$ cat src/rtl/fnv_hash_ctrl.sv
// FNV-1a 32-bit hash sequencer: accepts one byte per handshake and multiplies by
// FNV_PRIME through a six-step shift-add sequence instead of a 32x32 multiplier.
module fnv_hash_ctrl #(
    parameter logic [31:0] OFFSET_BASIS = 32'h811C9DC5,
    parameter int unsigned CNT_W        = 16
) (
    input  logic             clk,
    input  logic             rst_n,
    input  logic             init,
    input  logic [7:0]       in_data,
    input  logic             in_valid,
    output logic             in_ready,
    output logic             busy,
    output logic             done,
    output logic [31:0]      hash_out,
    output logic [CNT_W-1:0] byte_count
);

    typedef enum logic [0:0] {StIdle, StMul} state_e;

    state_e           state_q, state_d;
    logic [31:0]      hash_q, hash_d;
    logic [31:0]      acc_q, acc_d;
    logic [31:0]      x_q, x_d;
    logic [2:0]       step_q, step_d;
    logic [CNT_W-1:0] cnt_q, cnt_d;
    logic             done_q, done_d;
    logic [31:0]      term;

    // FNV_PRIME = 2^24 + 2^8 + 2^7 + 2^4 + 2^1 + 2^0, one term per step
    always_comb begin
        unique case (step_q)
            3'd0:    term = x_q << 24;
            3'd1:    term = x_q << 8;
            3'd2:    term = x_q << 7;
            3'd3:    term = x_q << 4;
            3'd4:    term = x_q << 1;
            default: term = x_q;
        endcase
    end

    always_comb begin
        state_d  = state_q;
        hash_d   = hash_q;
        acc_d    = acc_q;
        x_d      = x_q;
        step_d   = step_q;
        cnt_d    = cnt_q;
        done_d   = 1'b0;
        busy     = (state_q == StMul);
        in_ready = (state_q == StIdle) && !init;

        if (init) begin
            hash_d  = OFFSET_BASIS;
            cnt_d   = '0;
            step_d  = 3'd0;
            state_d = StIdle;
        end else begin
            unique case (state_q)
                StIdle: begin
                    if (in_valid) begin
                        x_d     = hash_q ^ {24'h0, in_data};
                        acc_d   = 32'h0;
                        step_d  = 3'd0;
                        state_d = StMul;
                    end
                end
                default: begin
                    acc_d  = acc_q + term;
                    step_d = step_q + 3'd1;
                    if (step_q == 3'd5) begin
                        hash_d  = acc_q + term;
                        cnt_d   = (&cnt_q) ? cnt_q : cnt_q + 1'b1;
                        done_d  = 1'b1;
                        step_d  = 3'd0;
                        state_d = StIdle;
                    end
                end
            endcase
        end
    end

    always_ff @(posedge clk or negedge rst_n) begin
        if (!rst_n) begin
            state_q <= StIdle;
            hash_q  <= OFFSET_BASIS;
            acc_q   <= 32'h0;
            x_q     <= 32'h0;
            step_q  <= 3'd0;
            cnt_q   <= '0;
            done_q  <= 1'b0;
        end else begin
            state_q <= state_d;
            hash_q  <= hash_d;
            acc_q   <= acc_d;
            x_q     <= x_d;
            step_q  <= step_d;
            cnt_q   <= cnt_d;
            done_q  <= done_d;
        end
    end

    assign done       = done_q;
    assign hash_out   = hash_q;
    assign byte_count = cnt_q;

endmodule

$ cat config.mk
export PLATFORM = sky130hd
export DESIGN_NAME = fnv_hash_ctrl
export DESIGN_NICKNAME = d
export VERILOG_FILES = /design/src/rtl/fnv_hash_ctrl.sv
export SDC_FILE = /design/constraint.sdc
export NUM_CORES = 1
export LEC_CHECK = 0
export BUFFER_PORTS_ARGS = -buffer_cell sky130_fd_sc_hd__buf_4
export CAP_MARGIN = 5
export CORE_ASPECT_RATIO = 0.75
export CORE_MARGIN = 8
export CORE_UTILIZATION = 40
export CTS_BUF_LIST = sky130_fd_sc_hd__clkbuf_8 sky130_fd_sc_hd__clkbuf_16
export DETAILED_ROUTE_END_ITERATION = 8
export GPL_ROUTABILITY_DRIVEN = 0
export PLACE_DENSITY = 0.56
export REMOVE_ABC_BUFFERS = 1
export SKIP_LAST_GASP = 1
export SYNTH_ARGS = -nofsm -noshare
export SYNTH_HDL_FRONTEND = slang
export SYNTH_SLANG_ARGS = --single-unit
$ cat constraint.sdc
create_clock -name clk -period 3.9 [get_ports clk]
set_input_delay 0.585 -clock clk [delete_from_list [all_inputs] [get_ports clk]]
set_output_delay 0.585 -clock clk [all_outputs]
set_load 0.1 [all_outputs]
==> flow_summary.json <==
{
  "io_pins": 63,
  "synth_seq_area_share_pct": 38.4,
  "dieHeight_um": 136,
  "finalHoldViolCount": 0,
  "antenna_found_initial": 0,
  "rows": 44,
  "grt_pass1_wl_um": 36100,
  "clk_latency_ns": 0.42,
  "grt_setup_unrepaired": "no",
  "core_area_um2": 19100,
  "first_pass_iters": 5,
  "layout_commonest_cell": "dfrtp_1",
  "relSlewSlack_pct": 44.7,
  "power.density_nw_per_um2": 433,
  "fp.dieArea_um2": 23900,
  "whs_ns": 0.236,
  "portBuffers": 62,
  "netlist_area_um2": 7680,
  "nets": 931,
  "initial_core_util_pct": 40.2,
  "power_uw": 3920,
  "synth_ff_type": "dfrtp_1",
  "syn_area_per_cell_um2": 9.25,
  "timing.critical_path.slowest_cell_delay_ns": 0.37,
  "h-tree-depth": 4,
  "drc": 0,
  "netlist_instances": 830,
  "globalRoute.totalOverflow": 0,
  "final-setup-viol-count": 0,
  "worstPathCellList": "buf_4 > o21ai_1 > a21oi_1 > buf_4 > a222oi_1 > inv_1 > ha_1 > a21oi_1 > o22ai_1 > nor3b_2 > a21o_1 > a211oi_2 > or2_2 > a221o_1",
  "postSynth.asyncResetShare_pct": 100,
  "cts.sinks": 117,
  "crit_path_end_kind": "register",
  "final_max_slew_viol_count": 0,
  "cp_slowest_cell": "dfrtp_1",
  "grtUsageTotal_pct": 19.2,
  "root_buffer": "clkbuf_16",
  "ir_drop_mv": 0.203,
  "wl_per_cell_um": 19.8,
  "status": "finished clean",
  "vias": 6717,
  "wl_um": 22700,
  "worstMarginPinSlew_ns": 0.830,
  "skew_ns": 0.0108,
  "cp.required_ns": 4.21,
  "fmax_ghz": 0.277,
  "n_antenna_cell": 0,
  "ys_seq_elements": 117,
  "grt_max_degree": 61,
  "viasPerCell": 5.87,
  "fin_crit_ns": 3.60,
  "die_x_um": 176,
  "dpl_cell_area_um2": 8450,
  "cp_data_arrival_time_ns": 3.91,
  "drv_cap": 0,
  "period_share_pct": 92.4,
  "postCtsSetupBuffers": 0,
  "yosysUniqueCellTypes": 79,
  "worstPathMaxFanout": 15,
  "p_leak_uw": 0.00397,
  "worst-setup-path-type": "reg2reg",
  "grt_pass1_vias": 6283,
  "clkTransAtPathRegs_ns": 0.06,
  "start_kind": "register",
  "area_growth_pct": 17.7,
  "synth_edf_count": 0,
  "holdCritPathClass": "in2async",
  "layout_common_cells": "103 x dfrtp_1, 93 x nor2_1, 81 x buf_4",
  "drive_above_1_share_pct": 21.2,
  "post-dp-hpwl_um": 16100,
  "cts_tree": "built",
  "dr.first_iter.drc_count": 638,
  "stdcell_area_um2": 9040,
  "postRouteAntennaNets": 0,
  "cts.path.max_buffers": 2,
  "cts_buffers": 17,
  "ys_warn_count": 0
}
report_power, final:
group / switching (uW) / internal (uW) / leakage, uW
clock: 564 / 976 / 0.000288
sequential: 91.4 / 1290 / 0.00150
combinational: 616 / 378 / 0.00218
total: 1270 / 2650 / 0.00397
layout make-up:
class	count	area [um2]
flip-flops and latches	117	2950
multi-input cells	639	4460
well taps	253	317
clock inverters	11	109
clock buffers	20	467
inverters	21	78.8
fillers	1839	10100
repair buffers	84	668
synth_stat cells (all sizes together) (8+ instances only):
cell type  count  area (um2)
dfrtp        103        2580
nor2          93         349
a21oi         73         377
nand2         55         209
a22oi         38         285
ha            38         475
o21ai         37         185
a22o          32         280
clkbuf        28         105
xnor2         27         236
buf           25         119
mux2          23         259
inv           21        78.8
a31oi         19         119
nand4         17         128
nand3         16        85.1
nor3          16        90.1
a21o          14         106
dfstp         14         368
xor2          14         130
mux2i         11         110
o211ai        10        88.8
o22a          10        87.6
a211oi         8        70.1
and2           8        52.6
stage by stage:
step / util [%] / setup slack, ns / setup TNS (ns) / std cells
6_report: 47.3 / 0.296 / 0 / 1145
5_1_grt: 47.3 / 0.0783 / 0 / 1145
4_1_cts: 47.3 / 0.140 / 0 / 1145
3_5_place_dp: 44.2 / 0.193 / 0 / 1114
3_3_place_gp: 44.2 / 0.233 / 0 / 1114
2_1_floorplan: - / -0.484 / -8.92 / 777
worst paths after layout:
check | end | depth (start not counted) | startpoint | slack [ns]
setup / recovery | acc_q[30]$_DFFE_PN0P_ | 14 | step_q[2]$_DFFE_PN0P_ | 0.30
hold / removal | byte_count[10]$_DFFE_PN0P_ | 1 | rst_n | 0.24
setup reg to reg | acc_q[30]$_DFFE_PN0P_ | 14 | step_q[2]$_DFFE_PN0P_ | 0.30
hold reg to reg | acc_q[2]$_DFFE_PN0P_ | 2 | acc_q[2]$_DFFE_PN0P_ | 0.49
max in group asynchronous | hash_out[15]$_DFFE_PN1P_ | 2 | rst_n | 2.83
min in group clk | x_q[3]$_DFFE_PN0P_ | 3 | in_data[3] | 0.44
routing by layer:
| layer | part of all wire, % | track usage (%) |
|---|---|---|
| met5 | 0 | 0 |
| met4 | 1.2 | 5.54 |
| met3 | 6.4 | 4.66 |
| met2 | 42 | 27.0 |
| met1 | 51 | 28.5 |
worst max-delay path: cells and delay by family, from the launching register on:
family	cells	cell delay [ns]
AO/OA/AOI/OAI	8	1.69
adder cells (fa/ha/maj)	1	0.31
buffers and inverters	3	0.50
flip-flops	1	0.37
AND/OR/NAND/NOR	2	0.60
repair_timing:
item                                    CTS  global route
hold buffers                              0             0
endpoints found under the hold margin     0             0
gates resized for setup                   0             3
endpoints found under the setup margin    0             9
state kept, by name, indices dropped and copies added (netlist names):
signal	cells
acc_q	32
busy	1
byte_count	16
done	1
hash_out	32
step_q	3
x_q	32
cell families (layout without fill, tap and decap cells):
logic type / after synthesis / count (layout) / share of synthesized area (%)
buf+inv: 74 / 136 / 3.94
flops: 117 / 117 / 38.4
compound gates: 284 / 284 / 26.2
simple gates: 241 / 241 / 15.5
mux: 34 / 34 / 4.81
xor+xnor: 41 / 41 / 4.77
fa+ha+maj: 39 / 39 / 6.45
Note: power is estimated with default switching activity, not from simulation.
